[config.mk]
export PLATFORM = sky130hd
export DESIGN_NAME = multicycle_control
export DESIGN_NICKNAME = d
export VERILOG_FILES = /design/src/rtl/multicycle_control.sv
export SDC_FILE = /design/constraint.sdc
export NUM_CORES = 1
export LEC_CHECK = 0
export ABC_CLOCK_PERIOD_IN_PS = 2300
export CAP_MARGIN = 15
export CORE_MARGIN = 1.5
export CORE_UTILIZATION = 48
export CTS_CLUSTER_DIAMETER = 40
export DETAILED_ROUTE_END_ITERATION = 6
export GPL_TIMING_DRIVEN = 1
export PLACE_DENSITY = 0.82
export SLEW_MARGIN = 40
export SYNTH_ARGS = -nofsm -noshare
export SYNTH_HDL_FRONTEND = slang
export SYNTH_SLANG_ARGS = --single-unit
[constraint.sdc]
create_clock -name clk -period 2.3 [get_ports clk]
set_input_delay 0.46 -clock clk [delete_from_list [all_inputs] [get_ports clk]]
set_output_delay 0.46 -clock clk [all_outputs]
set_load 0.01 [all_outputs]
[src/rtl/multicycle_control.sv]
// Purpose : multi-cycle MIPS-subset sequencer (R-type, lw, sw, beq, addi, slti, andi, ori)
//           driving the shared memory/ALU/PC/IR/regfile datapath.
// Latency : beq 3, R-type/sw/I-type 4, lw 5 cycles with zero-wait memory; +1 per wait cycle.
// Backpr. : mem_ready handshake. Strobes are held while memory stalls. After MEM_TIMEOUT wait
//           cycles the instruction is aborted through ERROR back to FETCH.
//
// Ports:
//   clk, rst         rising-edge clock, synchronous active-high reset
//   op               opcode from IR[31:26]; must stay stable for the whole instruction
//   mem_ready        memory completed the current read/write this cycle
//   pc_write(_cond)  PC load, unconditional / gated by ALU zero in the datapath
//   pc_source        00 ALU result, 01 ALUOut
//   i_or_d           memory address select: 0 PC, 1 ALUOut
//   mem_read/write   memory strobes, held until mem_ready
//   ir_write         IR load
//   reg_dst          1 rd, 0 rt
//   reg_write        register file write enable
//   mem_to_reg       1 MDR, 0 ALUOut
//   alu_src_a        0 PC, 1 A
//   alu_src_b        00 B, 01 4, 10 ext imm, 11 imm<<2
//   alu_op           00 add, 01 sub, 10 funct, 11 opcode (I-type)
//   state            current state (debug)
//   instr_done       pulse in the last cycle of each instruction
//   illegal_op       pulse when DECODE sees an unsupported opcode
//   mem_error        pulse when a memory access times out
module multicycle_control #(
  parameter int MEM_TIMEOUT = 15,
  parameter int CNT_W       = 8
) (
  input  logic       clk,
  input  logic       rst,
  input  logic [5:0] op,
  input  logic       mem_ready,
  output logic       pc_write,
  output logic       pc_write_cond,
  output logic [1:0] pc_source,
  output logic       i_or_d,
  output logic       mem_read,
  output logic       mem_write,
  output logic       ir_write,
  output logic       reg_dst,
  output logic       reg_write,
  output logic       mem_to_reg,
  output logic       alu_src_a,
  output logic [1:0] alu_src_b,
  output logic [1:0] alu_op,
  output logic [3:0] state,
  output logic       instr_done,
  output logic       illegal_op,
  output logic       mem_error
);

  // State encoding is visible on the debug port, so the values are fixed.
  localparam logic [3:0] S_FETCH     = 4'd0;
  localparam logic [3:0] S_DECODE    = 4'd1;
  localparam logic [3:0] S_MEM_ADDR  = 4'd2;
  localparam logic [3:0] S_MEM_READ  = 4'd3;
  localparam logic [3:0] S_MEM_WB    = 4'd4;
  localparam logic [3:0] S_MEM_WRITE = 4'd5;
  localparam logic [3:0] S_R_EXEC    = 4'd6;
  localparam logic [3:0] S_R_WB      = 4'd7;
  localparam logic [3:0] S_BRANCH    = 4'd8;
  localparam logic [3:0] S_I_EXEC    = 4'd9;
  localparam logic [3:0] S_I_WB      = 4'd10;
  localparam logic [3:0] S_ERROR     = 4'd11;

  localparam logic [5:0] OP_RTYPE = 6'b000000;
  localparam logic [5:0] OP_LW    = 6'b100011;
  localparam logic [5:0] OP_SW    = 6'b101011;
  localparam logic [5:0] OP_BEQ   = 6'b000100;
  localparam logic [5:0] OP_ADDI  = 6'b001000;
  localparam logic [5:0] OP_SLTI  = 6'b001010;
  localparam logic [5:0] OP_ANDI  = 6'b001100;
  localparam logic [5:0] OP_ORI   = 6'b001101;

  // A zero timeout disables the abort path entirely; CNT_LAST is then unused.
  localparam bit              TIMEOUT_EN = (MEM_TIMEOUT != 0);
  localparam logic [CNT_W-1:0] CNT_LAST  = CNT_W'(MEM_TIMEOUT - 1);

  // All datapath controls travel together so that reset gating is one expression.
  typedef struct packed {
    logic       pc_write;
    logic       pc_write_cond;
    logic [1:0] pc_source;
    logic       i_or_d;
    logic       mem_read;
    logic       mem_write;
    logic       ir_write;
    logic       reg_dst;
    logic       reg_write;
    logic       mem_to_reg;
    logic       alu_src_a;
    logic [1:0] alu_src_b;
    logic [1:0] alu_op;
    logic       instr_done;
    logic       illegal_op;
    logic       mem_error;
  } ctrl_t;

  logic [3:0]       state_q, state_d;
  logic [CNT_W-1:0] cnt_q, cnt_d;
  logic             op_legal;
  logic             in_wait_state;
  logic             timeout_hit;
  ctrl_t            ctrl;
  ctrl_t            ctrl_out;

  always_comb begin
    op_legal = 1'b0;
    case (op)
      OP_RTYPE, OP_LW, OP_SW, OP_BEQ,
      OP_ADDI, OP_SLTI, OP_ANDI, OP_ORI: op_legal = 1'b1;
      default:                           op_legal = 1'b0;
    endcase
  end

  // The three states that wait on memory share one counter.
  always_comb begin
    in_wait_state = (state_q == S_FETCH) || (state_q == S_MEM_READ) ||
                    (state_q == S_MEM_WRITE);
  end

  // mem_ready is tested first wherever this is used, so a completion in the
  // last allowed cycle still wins over the abort.
  always_comb begin
    timeout_hit = TIMEOUT_EN && !mem_ready && (cnt_q == CNT_LAST);
  end

  // Next-state logic.
  always_comb begin
    state_d = S_FETCH;
    case (state_q)
      S_FETCH: begin
        if (mem_ready)        state_d = S_DECODE;
        else if (timeout_hit) state_d = S_ERROR;
        else                  state_d = S_FETCH;
      end
      S_DECODE: begin
        case (op)
          OP_RTYPE:                         state_d = S_R_EXEC;
          OP_LW, OP_SW:                     state_d = S_MEM_ADDR;
          OP_BEQ:                           state_d = S_BRANCH;
          OP_ADDI, OP_SLTI, OP_ANDI, OP_ORI: state_d = S_I_EXEC;
          default:                          state_d = S_FETCH;
        endcase
      end
      // op is still the IR opcode here, so lw/sw can be split without an extra flop.
      S_MEM_ADDR: begin
        if (op == OP_LW)      state_d = S_MEM_READ;
        else if (op == OP_SW) state_d = S_MEM_WRITE;
        else                  state_d = S_FETCH;
      end
      S_MEM_READ: begin
        if (mem_ready)        state_d = S_MEM_WB;
        else if (timeout_hit) state_d = S_ERROR;
        else                  state_d = S_MEM_READ;
      end
      S_MEM_WB:    state_d = S_FETCH;
      S_MEM_WRITE: begin
        if (mem_ready)        state_d = S_FETCH;
        else if (timeout_hit) state_d = S_ERROR;
        else                  state_d = S_MEM_WRITE;
      end
      S_R_EXEC: state_d = S_R_WB;
      S_R_WB:   state_d = S_FETCH;
      S_BRANCH: state_d = S_FETCH;
      S_I_EXEC: state_d = S_I_WB;
      S_I_WB:   state_d = S_FETCH;
      S_ERROR:  state_d = S_FETCH;
      default:  state_d = S_FETCH; // unreachable codes 12-15 recover
    endcase
  end

  // Wait counter. The FSM only ever stays put in a wait state, so any state
  // change is an entry into a new access and restarts the count. Saturation
  // only matters when the timeout is disabled.
  always_comb begin
    cnt_d = cnt_q;
    if (state_d != state_q) begin
      cnt_d = '0;
    end else if (in_wait_state && !mem_ready && (cnt_q != '1)) begin
      cnt_d = cnt_q + CNT_W'(1);
    end
  end

  always_ff @(posedge clk) begin
    if (rst) begin
      state_q <= S_FETCH;
      cnt_q   <= '0;
    end else begin
      state_q <= state_d;
      cnt_q   <= cnt_d;
    end
  end

  // Output decode (Moore, except the mem_ready-qualified strobes).
  always_comb begin
    ctrl = '0;
    case (state_q)
      S_FETCH: begin
        ctrl.mem_read  = 1'b1;
        ctrl.alu_src_b = 2'b01;
        // IR and PC update only when the fetch data is actually there.
        ctrl.ir_write  = mem_ready;
        ctrl.pc_write  = mem_ready;
      end
      S_DECODE: begin
        // Branch target is computed speculatively into ALUOut.
        ctrl.alu_src_b  = 2'b11;
        ctrl.illegal_op = !op_legal;
      end
      S_MEM_ADDR: begin
        ctrl.alu_src_a = 1'b1;
        ctrl.alu_src_b = 2'b10;
      end
      S_MEM_READ: begin
        ctrl.mem_read = 1'b1;
        ctrl.i_or_d   = 1'b1;
      end
      S_MEM_WB: begin
        ctrl.reg_write  = 1'b1;
        ctrl.mem_to_reg = 1'b1;
        ctrl.instr_done = 1'b1;
      end
      S_MEM_WRITE: begin
        ctrl.mem_write  = 1'b1;
        ctrl.i_or_d     = 1'b1;
        ctrl.instr_done = mem_ready;
      end
      S_R_EXEC: begin
        ctrl.alu_src_a = 1'b1;
        ctrl.alu_op    = 2'b10;
      end
      S_R_WB: begin
        ctrl.reg_write  = 1'b1;
        ctrl.reg_dst    = 1'b1;
        ctrl.instr_done = 1'b1;
      end
      S_BRANCH: begin
        ctrl.alu_src_a     = 1'b1;
        ctrl.alu_op        = 2'b01;
        ctrl.pc_write_cond = 1'b1;
        ctrl.pc_source     = 2'b01;
        ctrl.instr_done    = 1'b1;
      end
      S_I_EXEC: begin
        ctrl.alu_src_a = 1'b1;
        ctrl.alu_src_b = 2'b10;
        ctrl.alu_op    = 2'b11;
      end
      S_I_WB: begin
        // slti writes rt as well; only the ALU op differs between I-types.
        ctrl.reg_write  = 1'b1;
        ctrl.instr_done = 1'b1;
      end
      S_ERROR: begin
        ctrl.mem_error = 1'b1;
      end
      default: ctrl = '0;
    endcase
  end

  // Reset blanks every output immediately, before the state register settles.
  always_comb begin
    ctrl_out = rst ? '0 : ctrl;
  end

  assign state         = rst ? S_FETCH : state_q;
  assign pc_write      = ctrl_out.pc_write;
  assign pc_write_cond = ctrl_out.pc_write_cond;
  assign pc_source     = ctrl_out.pc_source;
  assign i_or_d        = ctrl_out.i_or_d;
  assign mem_read      = ctrl_out.mem_read;
  assign mem_write     = ctrl_out.mem_write;
  assign ir_write      = ctrl_out.ir_write;
  assign reg_dst       = ctrl_out.reg_dst;
  assign reg_write     = ctrl_out.reg_write;
  assign mem_to_reg    = ctrl_out.mem_to_reg;
  assign alu_src_a     = ctrl_out.alu_src_a;
  assign alu_src_b     = ctrl_out.alu_src_b;
  assign alu_op        = ctrl_out.alu_op;
  assign instr_done    = ctrl_out.instr_done;
  assign illegal_op    = ctrl_out.illegal_op;
  assign mem_error     = ctrl_out.mem_error;

endmodule

After elaboration in Yosys (flattened, before gate mapping):

Index checks and enable logic that the tools add are counted.

* register bits: 12
* bits in latches: 0
* bits in writable memories: 0
* bits in read-only memories: 0
* memories: 0

* add/sub/neg operators: 1
* multiply operators: 0
* div/mod/pow operators: 0
* magnitude comparators: 0
* equality and inequality tests: 21
* shift-type cells: 0
* mux-type cells: 27
* bitwise logic cells: 0
* reduce and logical (&&, ||, !) cells: 19

Operator list (number)
* 2-to-1 mux 4 bit: 7
* one-hot mux 4 bit (7 select lines): 1
* == test 6 x 4 -> 1 bit (second input constant): 4
* 2-to-1 mux 19 bit: 1
* == test 4 x 3 -> 1 bit (second input constant): 4
* == test 4 bit (second input constant): 4
* one-hot mux 4 bit (4 select lines): 1
* == test 6 bit (second input constant): 2
* one-hot mux 2 bit (3 select lines): 2
* OR reduction 4 bit: 3
* 2-to-1 mux 1 bit: 11
* OR reduction 2 bit: 5
* 2-to-1 mux 3 bit: 3
* adder 8 x 1 -> 8 bit (second input constant): 1
* == test 4 x 2 -> 1 bit (second input constant): 2
* == test 8 x 4 -> 1 bit (second input constant): 1
* != test 8 bit (second input constant): 1
* OR reduction 8 bit: 1
* == test 6 x 3 -> 1 bit (second input constant): 1
* zero test 6 bit: 1
* == test 4 x 1 -> 1 bit (second input constant): 1
* zero test 4 bit: 1
* != test 4 bit: 1
* logical AND 1 bit: 3
* 4 further kinds: 6

Depth between registers and ports, before layout:

* depth in word-level cells: 7
* depth in mapped cells: 8

Worst setup path after synthesis:

No wires, ideal clock.

* path kind: input to register
* start point: input op[2]
* end point: register cnt_q[0]
* arrival: 1921 ps
* setup slack: 238 ps
* stages on the path: 6
* buffers on the path: 0
* cells stage by stage: or4_1 -> or3_4 -> inv_1 -> a211oi_1 -> xnor2_1 -> nor4_1

* longest elaborated chain between the ends: 6
* elaborated cells on any way between the ends: 16

RTL lines
* from (decl): line 32 `input logic [5:0] op,`
* == test 6 x 4 -> 1 bit (tied with other cells): line 139 `case (op)`
* OR reduction 4 bit (tied with other cells): line 139
* one-hot mux 4 bit (4 select lines) or 2-to-1 mux 3 bit (tied branches): line 139, 149
* one-hot mux 4 bit (7 select lines) *: line 132 `case (state_q)`
* != test 4 bit *: line 179 `if (state_d != state_q) begin`
* OR reduction 2 bit (no line) *
* to (signal assigned): line 192 `cnt_q <= cnt_d;`
* to (decl): line 101 `logic [CNT_W-1:0] cnt_q, cnt_d;`

Mark *: on every way between the ends. The rest lies on a longest branch, timed or not.
A chain may end at the register's enable or synchronous reset.

Worst setup path in the final report:

* start point: input op[3]
* end point: register cnt_q[1]

The elaborated chain is that of the path after synthesis.

==> run summary <==
### Run status
* status: complete, no violations

### Routing
* wirelength, routed: 3766 um
* total routed wire length on the met1 layer: 1571 um
* total via count after detailed routing: 1,399
* DRC violation total after the first TritonRoute iteration: 53
* wire length on met3: 257 um
* residual DRC count: 0
* number of search-and-repair iterations in the first detailed-routing pass: 4
* detailed route wirelength on metal2: 1859 um
* routed length per instance: 16.09 um
* Via-to-Cell Ratio: 5.979
* post-route ant nets: 0
* max layer used: met4

### Global route
* largest net degree at the start of global routing: 18
* antenna violations before repair: 0
* via count of the first global-routing pass: 1,321
* global-route usage over all layers: 31.37%
* GRT Residual Overflow: 0
* first-pass GRT wire length: 6299 um

### Yosys
* synthesis warning total: 0
* count of state elements after synthesis: 12
* share of the yosys chip area belonging to registers: 20.98%
* post-synthesis share of cell area spent on xor and xnor gates: 7.650%
* share of flip-flops with an asynchronous set or reset after synthesis: 0%
* Avg Cell Area, Syn: 7.339 um^2
* total nets after synthesis: 167
* synthesized-area fraction occupied by adder cells: 2.186%
* prevailing post-synth register cell: dfxtp_1
* combinational family with the most area after synthesis: simple AND/OR/NAND/NOR gates
* count of flip-flops with a built-in enable after synthesis: 0
* gate count of the mapped netlist: 156
* share of synthesized cell area in and, or, nand and nor gates: 42.95%
* Post-Synthesis Cell Area: 1145 um^2
* Yosys cell types: 44
* multiplexer share of the synthesized area: 0.8743%
* Synth Area in Compound Gates: 18.14%

### Power and ir drop
* total power density per cell area: 268.1 nW/um^2
* Net Switching: 139.4 uW
* maximum resistive drop on vdd: 0.4386 mV
* Cell Int Power: 332.3 uW
* share of power burned in registers: 45.3%
* static leakage power: 0.0007592 uW
* clock group share of total power: 26.4%
* share of total power consumed by net switching: 29.55%
* logic gate share of total power: 28.2%

### Critical path
* cell family contributing the most delay on the critical path: simple AND/OR/NAND/NOR gates
* CP required: 2.47 ns
* delay of the slowest critical-path stage: 0.56 ns
* critical path data arrival time: 2.42 ns
* most frequent CP cell: buf_4
* slowest stage cell on the critical path: or4_4
* kind of end point of the critical path: flip-flop
* Critical Path Source Type: primary input
* maximum fanout count along the critical path: 8
* crit path kind: in2reg
* crit path buf inv count: 3
* worst-path cell chain: clkbuf_2 -> or4_4 -> a211oi_4 -> buf_4 -> buf_4 -> o211a_4 -> o31a_4 -> o221ai_4 -> nor4_1

### Finish
* Area growth, synth to finish: 53.66%
* count of inserted antenna diode cells: 0
* nets@finish: 219
* share of the core filled with cells in the final layout: 78.77%
* Post-Layout Cell Count: 234
* share of post-route cells with drive strength above 1: 30.58%
* area of all placed cells without fillers: 1759 um^2

### Clock tree
* TritonCTS clock tree: done
* clock latency on the worst-skew pair: 0.27 ns
* Reg clk slew, reported paths: 0.06 ns
* buffers from clock root to sink, at most: 2
* TritonCTS buffer count: 3
* Num Clock Sinks: 12
* CTS Root Cell: clkbuf_4
* CTS HTree Levels: 1

### Place
* placed cell count: 227
* detailed-placement wirelength estimate: 2797 um
* DP Area: 1597 um^2
* RD Place Congestion: 0.9596
* input/output buffers: 30

### STA
* number of hold violations in the final report: 0
* shortest period the worst path allows: 2.253 ns
* Setup Skew: 0.01013 ns
* setup total negative slack: 0 ns
* ratio of final minimum period to clock period: 97.96%
* final number of setup-violating endpoints: 0
* maximum operating frequency: 443.8 MHz
* pins over their slew limit: 0

### Min path
* Min-Delay Path Class: reg2reg

### Floorplan
* chip height: 51.84 um
* FP Rows: 17
* die extent in x: 51.84 um
* Top-Level Pins: 32
* starting density of the core: 51.26%
* Die Area: 2687 um^2
* area of the core region: 2233 um^2

### Flow run
* max-capacitance violation count: 0

## metrics by stage
| stage | hold slack [ns] | setup slack, ns | total power [uW] |
|---|---|---|---|
| detailed placement | 0.5649 | -0.5850 | 344.5 |
| floorplan | 0.5404 | 0.2384 | 280.1 |
| finish | 0.5892 | 0.04683 | 471.7 |
| global placement | 0.5619 | -0.4046 | 339.0 |
| CTS | 0.5809 | 0.001361 | 470.0 |
| global route | 0.6190 | -0.009521 | 493.2 |
## layer usage
| layer | vias up | track usage (%) |
|---|---|---|
| met2 | 65 | 53.80 |
| met4 | 0 | 9.649 |
| li1 | 666 | - |
| met5 | - | 0 |
| met1 | 658 | 40.07 |
| met3 | 10 | 4.885 |
## final cells by class
type | count | area [um^2]
clock buffers | 3 | 22.52
repair buffers | 58 | 504.2
fillers | 160 | 474.2
flip-flops and latches | 12 | 250.2
well taps | 28 | 35.03
multi-input cells | 129 | 932.1
inverters | 4 | 15.01
## synthesized netlist by cell type, types with 2 or more instances
cell type / number / share of area (%)
and3_1: 2 / 1.1
inv_1: 4 / 1.3
nand2_1: 10 / 3.3
nor3_1: 12 / 5.2
o31ai_1: 2 / 1.3
nand4_1: 3 / 1.6
clkbuf_1: 4 / 1.3
nor2b_1: 8 / 4.4
nor4_1: 13 / 7.1
a21oi_1: 6 / 2.6
xor2_1: 5 / 3.8
o21ai_0: 2 / 0.87
nand2b_1: 5 / 2.7
ha_1: 2 / 2.2
and2_1: 4 / 2.2
dfxtp_1: 12 / 21
nor2_1: 19 / 6.2
or4_1: 2 / 1.3
buf_4: 3 / 2.0
xnor2_1: 5 / 3.8
or2_2: 2 / 1.1
nand3_1: 5 / 2.2
buf_2: 3 / 1.3
a211oi_1: 3 / 2.0
## power groups by stage
stage | combinational [uW] | sequential [uW] | clock, uW
global placement | 120 | 219 | 0
detailed placement | 126 | 219 | 0
finish | 133 | 214 | 125
floorplan | 62.4 | 218 | 0
global route | 144 | 214 | 135
CTS | 129 | 214 | 127
## logic make-up after synthesis
kind of cell	count (synthesis)
adders and majority gates	2
other	1
xor gates and xnor gates	10
buffers and inverters	15
DFF	12
AOI/OAI and AO/OA	24
muxes	1
and+or+nand+nor	91
## worst reg2reg max path, cell delays in order, from the launching register on
cell and delay (ns):
dfxtp_2 0.36, or4_1 0.52, or3_4 0.42, o22ai_4 0.17
o31a_4 0.18, o221ai_4 0.17, nor4_1 0.30
## sequential cells by signal, summed over array words and instances, names as in the netlist
| name | flops |
|---|---|
| state_q | 4 |
| cnt_q | 8 |
## placed cells by master (no fill, tap or decap), types with 6 or more instances in the layout
cell type / instances
nor3_1: 10
a21oi_1: 6
buf_4: 25
dlygate4sd2_1: 8
nor4_1: 9
clkdlybuf4s50_1: 11
nor2_1: 17
dfxtp_1: 8
nand2_1: 10
nor2b_1: 7
## worst paths after layout
| check | start | endpoint | slack, ns | depth (start not counted) |
|---|---|---|---|---|
| setup / recovery | op[3] | cnt_q[1]$_SDFFE_PP0P_ | 0.05 | 9 |
| hold / removal | cnt_q[1]$_SDFFE_PP0P_ | cnt_q[1]$_SDFFE_PP0P_ | 0.59 | 2 |
| hold reg to reg | cnt_q[1]$_SDFFE_PP0P_ | cnt_q[1]$_SDFFE_PP0P_ | 0.59 | 2 |
| setup reg to reg | state_q[2]$_SDFF_PP0_ | cnt_q[1]$_SDFFE_PP0P_ | 0.08 | 6 |
## repair_timing
| item | CTS | global route |
|---|---|---|
| hold buffers | 0 | 0 |
| hold endpoints to repair | 0 | 0 |
| resized for setup | 35 | 24 |
| pin swaps | 6 | 11 |
| setup buffers | 3 | 1 |
| endpoints found under the setup margin | 27 | 16 |
Note: power is estimated with default switching activity, not from simulation.
